**config.mk**
```make
export PLATFORM = sky130hd
export DESIGN_NAME = imem_loader
export DESIGN_NICKNAME = d
export VERILOG_FILES = /design/src/rtl/imem_loader_pkg.sv /design/src/rtl/imem_loader.sv
export SDC_FILE = /design/constraint.sdc
export NUM_CORES = 1
export LEC_CHECK = 0
export ABC_AREA = 1
export CAP_MARGIN = 20
export CELL_PAD_IN_SITES_DETAIL_PLACEMENT = 2
export CELL_PAD_IN_SITES_GLOBAL_PLACEMENT = 2
export CORE_MARGIN = 5
export CORE_UTILIZATION = 35
export CTS_CLUSTER_DIAMETER = 120
export DETAILED_ROUTE_END_ITERATION = 12
export GPL_ROUTABILITY_DRIVEN = 0
export PLACE_DENSITY_LB_ADDON = 0.1
export SYNTH_ARGS = -nofsm -noshare
export SYNTH_HDL_FRONTEND = slang
export SYNTH_SLANG_ARGS = --single-unit
```
**constraint.sdc**
```tcl
create_clock -name clk -period 2.2 [get_ports clk]
set_input_delay 0.33 -clock clk [delete_from_list [all_inputs] [get_ports clk]]
set_output_delay 0.33 -clock clk [all_outputs]
set_load 0.005 [all_outputs]
```
**src/rtl/imem_loader_pkg.sv**
```systemverilog
// Shared definitions for the instruction-memory loader.
//   imem_ld_state_t : loader FSM states
//   IMEM_BYTES      : instruction memory size in bytes
//   IMEM_WORDS      : instruction memory size in 32-bit words
//   IMEM_AW         : byte address width
//   LD_SYNC_BYTE    : frame start marker
package imem_loader_pkg;

  localparam int          IMEM_BYTES   = 64;
  localparam int          IMEM_WORDS   = IMEM_BYTES / 4;
  localparam int          IMEM_AW      = $clog2(IMEM_BYTES);
  localparam logic [7:0]  LD_SYNC_BYTE = 8'hA5;

  typedef enum logic [2:0] {
    IDLE = 3'd0,
    LEN  = 3'd1,
    DATA = 3'd2,
    CSUM = 3'd3,
    DONE = 3'd4,
    ERR  = 3'd5
  } imem_ld_state_t;

  // A word count is usable only if it is non-zero and fits in memory.
  function automatic logic len_ok(input logic [7:0] n, input logic [7:0] max_n);
    return (n != 8'd0) && (n <= max_n);
  endfunction

endpackage

```
**src/rtl/imem_loader.sv**
```systemverilog
// Byte-stream programmer for the instruction memory.
// Accepts a framed image  SYNC, N, 4N payload bytes, CSUM (XOR of payload)
// and writes payload byte k to memory byte address k (big-endian words:
// address 4i holds the MSB of word i).
//
// Ports:
//   clk        in   system clock, rising edge
//   rst_n      in   asynchronous active-low reset
//   in_valid   in   in_data holds a byte
//   in_data    in   stream byte
//   in_ready   out  loader accepts a byte (low only while in reset)
//   mem_we     out  one-cycle byte write strobe
//   mem_addr   out  byte address
//   mem_wdata  out  byte to write
//   core_hold  out  hold the core while a load is in flight or after an error
//   load_done  out  one-cycle pulse on a frame with a good checksum
//   load_err   out  sticky error flag, cleared by the next SYNC byte
module imem_loader
  import imem_loader_pkg::*;
#(
  parameter int         MEM_BYTES = IMEM_BYTES,
  parameter logic [7:0] SYNC_BYTE = LD_SYNC_BYTE
) (
  input  logic                         clk,
  input  logic                         rst_n,
  input  logic                         in_valid,
  input  logic [7:0]                   in_data,
  output logic                         in_ready,
  output logic                         mem_we,
  output logic [$clog2(MEM_BYTES)-1:0] mem_addr,
  output logic [7:0]                   mem_wdata,
  output logic                         core_hold,
  output logic                         load_done,
  output logic                         load_err
);

  localparam int         AW        = $clog2(MEM_BYTES);
  localparam int         MAX_WORDS = MEM_BYTES / 4;
  localparam logic [7:0] MAX_N     = 8'(MAX_WORDS);

  imem_ld_state_t state;
  logic [AW-1:0]  byte_cnt;
  logic [AW-1:0]  last_idx;
  logic [7:0]     csum_acc;
  logic           accept;

  assign accept = in_valid && in_ready;

  // Index of the final payload byte, 4N-1. N is already range-checked,
  // so the result always fits in the address width.
  function automatic logic [AW-1:0] last_index(input logic [7:0] n);
    logic [9:0] tmp;
    tmp = {n, 2'b00} - 10'd1;
    return tmp[AW-1:0];
  endfunction

  always_ff @(posedge clk or negedge rst_n) begin
    if (!rst_n) begin
      state     <= IDLE;
      byte_cnt  <= '0;
      last_idx  <= '0;
      csum_acc  <= '0;
      in_ready  <= 1'b0;
      mem_we    <= 1'b0;
      mem_addr  <= '0;
      mem_wdata <= '0;
      core_hold <= 1'b0;
      load_done <= 1'b0;
      load_err  <= 1'b0;
    end else begin
      in_ready  <= 1'b1;
      mem_we    <= 1'b0;
      load_done <= 1'b0;

      case (state)
        // DONE is a one-cycle state but still hunts for SYNC so that a
        // frame starting right after the checksum byte is not lost.
        IDLE, DONE, ERR: begin
          if (accept && in_data == SYNC_BYTE) begin
            state     <= LEN;
            core_hold <= 1'b1;
            load_err  <= 1'b0;
          end else if (state == DONE) begin
            state <= IDLE;
          end
        end

        LEN: begin
          if (accept) begin
            if (len_ok(in_data, MAX_N)) begin
              last_idx <= last_index(in_data);
              byte_cnt <= '0;
              csum_acc <= '0;
              state    <= DATA;
            end else begin
              state    <= ERR;
              load_err <= 1'b1;
            end
          end
        end

        DATA: begin
          if (accept) begin
            mem_we    <= 1'b1;
            mem_addr  <= byte_cnt;
            mem_wdata <= in_data;
            csum_acc  <= csum_acc ^ in_data;
            byte_cnt  <= byte_cnt + AW'(1);
            if (byte_cnt == last_idx) begin
              state <= CSUM;
            end
          end
        end

        CSUM: begin
          if (accept) begin
            if (in_data == csum_acc) begin
              state     <= DONE;
              load_done <= 1'b1;
              core_hold <= 1'b0;
            end else begin
              state    <= ERR;
              load_err <= 1'b1;
            end
          end
        end

        default: state <= IDLE;
      endcase
    end
  end

endmodule

```
# Word-level counts from Yosys, hierarchy flattened
# Cells that the tools add are included.
# op_classes
n_addsub	2
n_lt_le_gt_ge	1
eq_ne	18
n_mux	32
n_bitwise	1
n_reduce_logical	15
# op_table
operator	count
two-way mux 8 bit	3
two-way mux 3 bit	7
two-way mux 6 bit	3
!= test 2 bit (second input constant)	9
case mux 8 bit (2 select lines)	1
two-way mux 1 bit	14
case mux 3 bit (4 select lines)	1
case mux 6 bit (2 select lines)	1
== test 8 bit	1
== test 8 bit (second input constant)	1
less-or-equal comparator 8 x 5 -> 1 bit (second input constant)	1
AND reduction 4 bit	2
nonzero test 8 bit	1
XOR 8 bit	1
adder 6 x 1 -> 6 bit (second input constant)	1
== test 3 x 2 -> 1 bit (second input constant)	2
== test 3 bit (second input constant)	2
== test 6 bit	1
AND reduction 6 bit	1
subtractor 6 x 1 -> 6 bit (second input constant)	1
AND reduction 5 bit	1
nonzero test 2 bit	2
== test 3 x 1 -> 1 bit (second input constant)	1
logical AND 1 bit	3
8 further kinds	8
# totals
register_bits	42
input_bits	11
out_inout_bits	19
word_cells	80

# Longest topological paths before layout
# logic_depth
word_depth	5
ltp_mapped	11
depth_no_buf	11

# Least setup slack after synthesis
# No wires, ideal clock.
# synth_timing
path_kind	input-to-reg
startpoint	input in_data[1]
endpoint	register csum_acc[0]
setup_ns	0.124
arrival_time_ns	1.300
required_ns	2.076
setup_slack_ns	0.775
path_stages	10
path_buffers	1
cell_sequence	inv_1 -> ha_1 -> nand2_1 -> nand2_1 -> nand3_1 -> nand2_4 -> nand2_8 -> nand2_8 -> buf_8 -> o22ai_2
# synth_via
elab_chain_len	4
elab_cells_between_ends	5
classes_between	order compare: 1; eq/ne: 1; reduce/logical: 3
# synth_rtl
element	line_no	text
start, declared	imem_loader.sv:27	input logic [7:0] in_data,
less-or-equal comparator 8 x 5 -> 1 bit / nonzero test 8 bit (equally long branches)	imem_loader_pkg.sv:25	return (n != 8'd0) && (n <= max_n);
logical AND 1 bit *	imem_loader_pkg.sv:25	
!= test 2 bit (no source line) *	n/a	
AND reduction 4 bit (no source line) *	n/a	
end signal, assigned	imem_loader.sv:107	csum_acc <= csum_acc ^ in_data;
end, declared	imem_loader.sv:44	logic [7:0] csum_acc;
# Mark *: on every way between the ends. The rest lies on a longest branch, timed or not.
# A chain may end at the register's enable or synchronous reset.

# Worst setup path in the final report
# layout_timing
startpoint	input in_data[0]
endpoint	register byte_cnt[3]
# layout_via
elab_chain_len	4
elab_cells_between_ends	5
classes_between	order compare: 1; eq/ne: 1; reduce/logical: 3
# layout_rtl
element	line_no	text
less-or-equal comparator 8 x 5 -> 1 bit / nonzero test 8 bit (equally long branches)	imem_loader_pkg.sv:25	
logical AND 1 bit *	imem_loader_pkg.sv:25	
!= test 2 bit (no source line) *	n/a	
AND reduction 4 bit (no source line) *	n/a	
end signal, assigned	imem_loader.sv:108	byte_cnt <= byte_cnt + AW'(1);
end, declared	imem_loader.sv:42	logic [AW-1:0] byte_cnt;
# Marked as above.

==> summary by stage <==
Status
The run finished, with violations left. The final reports fail on hold timing.

Global routing
The global-route wire length before repair is 10.8 mm. Entering global routing, the biggest net connects 22 pins. The number of global-route vias before repair is 2200. In the global route stage, overall resource usage came out at 16.3%. The initial antenna violation count was 0. After global routing the overflow that remains totals 0.

Setup path
The critical path class is in -> reg. The reg-to-reg critical path endpoint is byte_cnt[3]$_DFFE_PN0P_. The largest stage delay on the critical path is 0.54 ns. The startpoint of the worst register-to-register path is state[2]$_DFFE_PN0P_. Following the worst setup path forward leads to its endpoint at byte_cnt[3]$_DFFE_PN0P_.

For the worst setup path, the data arrival time is 2.03 ns. In this run the number of cells on the critical path is 11. Walking the worst path, the cells encountered are clkdlybuf4s50_1 > inv_1 > ha_1 > nand2_1 > nand2_1 > nand3_1 > nand2_4 > nand2_8 > nand2_8 > nand2_1 > o21ai_0.

In this run the worst setup path begins at in_data[0]. The worst setup path is launched from an input port. The endpoint type of the worst setup path is a flip-flop. The largest individual stage delay along the critical path comes from the cell clkdlybuf4s50_1. The largest fanout of any net on the critical path is 19. The worst-case register-to-register setup slack is 0.50 ns. Among the stages of the critical path, the cell type that occurs most often is nand2_1. The critical path buffer and inverter count is 2. The number of cells on the worst reg-to-reg path is 9.

The required time at the worst-slack endpoint is 2.37 ns. The family with the most delay on the worst path is simple AND/OR/NAND/NOR gates.

Layout
Compared with the post-synthesis result, the final layout area differs by 23.5%. Excluding fillers, the count of instances in the completed layout stands at 389. The number of antenna cells inserted is 0. The net count of the finished layout is 326. In the final layout, the share of cells above drive strength 1 is 12.2%.

Synthesis
Of the total synthesized cell area, the portion taken by AND, OR, NAND and NOR gates is 30.0%. For this run, asynchronously set or reset flops after synthesis account for 100%. The predominant post-synthesis flop cell is dfrtp_1.

In this run, synthesis inferred 0 flip-flops with an integrated enable. By area the synthesized netlist is led by dfrtp_1 (46%), nand2_1 (16%), inv_1 (5.7%), o22ai_2 (3.9%), nor2_1 (3.4%). The area fraction in compound gates after synthesis is 11.9%.

Counting flops and latches in the post-synthesis netlist gives 41. The multiplexer share of the synthesized area is 0%. For this run, the number of Yosys warnings is 0. The top-area cell type share of the netlist area is 45.9%. After synthesis, the largest family of logic cells by area is simple AND/OR/NAND/NOR gates.

Counting distinct cell types in the post-synthesis netlist gives 35. The net count of the mapped netlist is 290. The mean instance size in the synthesized netlist is 8.13 um^2.

The post-synthesis share of cell area spent on xor and xnor gates is 0.784%. The synthesized netlist devotes 2.24% of its cell area to adder and majority cells. The cell area that synthesis handed to floorplanning was 2230 um^2. The top cell type by total area after synthesis is dfrtp_1. Of the synthesized area, sequential elements account for 45.9%. Counting every instance in the synthesized netlist gives 275.

Power
Per report_power, the sequential group accounts for 48.2% of the total. The analysis attributes to net switching a power of 0.326 mW. The share of total power in combinational logic is 6.0%.

The internal power is 1.24 mW. The clock network is responsible for 45.8% of the overall power. Net switching is 20.8% of the power. In this run the static leakage power is 1.36 nW. The maximum vdd drop is 0.316 mV. The power density over the cells is 569 nW/um^2.

STA
The shortest clock period the worst path allows after layout is 1.86 ns. The final number of max-transition violations is 0. Setup slack on the critical path of the routed design comes to 0.339 ns. The transition time of the tightest slew-check pin is 0.511 ns. The maximum clock frequency is 537 MHz. The number of setup violations in the final report is 0. The final setup skew is 0.00534 ns.

Adding up every negative setup slack in the final design gives 0 ns. In the finished design, the share of the clock period the worst path needs comes to 84.6%. Setup repair after global routing left no endpoint under its margin. The worst hold slack across all endpoints is -0.00512 ns. In this run the tightest slew margin relative to its limit is 65.9%. The number of hold violations in the final report was 2.

CTS
The CTS tree is done. The number of setup buffers added after CTS is 0. For the worst-skew pair, the clock arrives at the later sink with an insertion delay of 0.29 ns. In this run, CTS created clock tree buffers numbering 5. After clock tree synthesis, the clock-pin slew on the worst setup and hold paths is 0.08 ns.

After clock tree synthesis, the flow added hold-fix buffers numbering 0. Gates resized during post-CTS repair numbered 0. The longest clock path from root to sink contains 2 buffers.

The H-tree generated during clock tree synthesis spans 2 levels. The cell sitting at the root of the clock tree is a clkbuf_8. The clock sink count is 41.

Floorplan
The initial utilization of the core area, before any placement, comes to 35.6%. Pin placement for this block handled 30 I/O pins. In this run the core area contains 29 standard-cell rows. The placeable core region is 6280 um^2. The die footprint is 8080 um^2. In this run the horizontal extent of the chip is 89.9 um. The die boundary height is 89.9 um.

Hold path
In this run the worst hold path is classified as in -> async.

Place
The minimum setup slack after placement is -0.0227 ns. The placed cell count is 381. The wire-length estimate of the detail-placed layout is 4.84 mm.

The number of port buffers is 29.

Drt
After detailed routing, the total wire length is 6.06 mm. The first routing iteration left 33 violations. Dividing the detail-routed via count by the number of cells gives 4.89.

For this run, design rule violations remaining after detail routing come to 0. The number of iterations in the first detailed-routing pass is 4. The detailed router placed 1901 vias in this run.

The mean routed wirelength per cell is 15.6 um. The remaining antenna violation count is 0.

Flow run
The max capacitance violation total is 0.
==> worst register-to-register path: stages (launching register included) <==
cell and delay (ns):
dfrtp_1 0.45, inv_2 0.10, nand2_2 0.07, nor2_2 0.21
inv_4 0.12, nor2_8 0.13, inv_4 0.13, nand2_8 0.21
nand2_1 0.09, o21ai_0 0.09
==> cell type report <==
class                      instances  area (um^2)
fill                             715         3520
sequential                        41         1030
multi-input combinational        191         1010
timing repair buffer              33          340
inverter                          39          156
tap                               77         96.3
clock buffer                       5         68.8
clock inverter                     3         65.1
==> cells by family after synthesis <==
group	after synthesis
adder cells (fa/ha/maj)	4
XOR/XNOR	2
AND/OR/NAND/NOR	146
other	1
buffers and inverters	43
flip-flops	41
AO/OA/AOI/OAI	38
==> synth_stat cells (2+ instances only) <==
cell / count
nand2_8: 2
o21ai_0: 8
nand4_1: 3
ha_1: 4
nor3_1: 3
o21ai_1: 15
inv_2: 2
inv_1: 34
o22ai_2: 7
nand3_1: 14
nand2_1: 94
nand2_2: 2
dfrtp_1: 41
nor2_4: 2
o21ai_2: 2
nor2_1: 20
buf_6: 2
nand2_4: 2
inv_4: 2
==> how the worst min path moves through the flow <==
| stage | start | endpoint | cells past startpoint |
|---|---|---|---|
| 2_1_floorplan | rst_n | byte_cnt[0]$_DFFE_PN0P_ | 0 |
| 3_3_place_gp | rst_n | byte_cnt[4]$_DFFE_PN0P_ | 1 |
| 3_5_place_dp | rst_n | byte_cnt[4]$_DFFE_PN0P_ | 1 |
| 4_1_cts | rst_n | byte_cnt[2]$_DFFE_PN0P_ | 1 |
| 5_1_grt | rst_n | byte_cnt[2]$_DFFE_PN0P_ | 1 |
| 6_report | rst_n | byte_cnt[4]$_DFFE_PN0P_ | 1 |
==> cell usage in the layout (no fill, tap or decap), drive strengths merged <==
master / count
bufinv: 2
nor3b: 1
nand3: 14
inv: 38
o211ai: 1
xor2: 1
a21oi: 1
conb: 1
clkbuf: 5
buf: 5
ha: 4
nand4: 3
a211oi: 1
clkinv: 2
xnor2: 1
clkdlybuf4s50: 28
nor2: 24
o21ai: 25
nand3b: 1
nand2: 100
nor3: 3
a31oi: 1
dfrtp: 41
o21bai: 2
o22ai: 7
==> metal layers <==
metal / track usage (%) / routed length (um) / up-vias
met3: 2.84 / 139 / 6
met4: 4.09 / 72 / 0
met5: 0 / 0 / -
li1: - / - / 940
met1: 20.4 / 2710 / 934
met2: 29.0 / 3140 / 21
==> stage by stage <==
stage	area [um^2]	power [mW]	util [%]	hold slack, ns
3_3_place_gp	2630	0.868	41.8	0.332
6_report	2760	1.57	44.0	-0.00512
3_5_place_dp	2630	0.870	41.8	0.338
5_1_grt	2760	1.65	44.0	0.0298
4_1_cts	2760	1.60	44.0	0.0102
2_1_floorplan	2230	0.806	-	0.0344
==> power by group through the flow <==
| stage | Combinational, mW | Sequential [mW] | Clock (mW) |
|---|---|---|---|
| 2_1_floorplan | 0.0336 | 0.773 | 0 |
| 3_3_place_gp | 0.0958 | 0.772 | 0 |
| 6_report | 0.0941 | 0.757 | 0.719 |
| 5_1_grt | 0.108 | 0.758 | 0.789 |
| 3_5_place_dp | 0.0972 | 0.773 | 0 |
| 4_1_cts | 0.0975 | 0.757 | 0.749 |
==> state kept, by name, indices dropped and copies added (netlist names), 3 cells and up <==
| signal | cells |
|---|---|
| mem_wdata | 8 |
| byte_cnt | 6 |
| mem_addr | 6 |
| csum_acc | 8 |
| state | 3 |
| last_idx | 5 |
(Power assumes the default switching activity.)
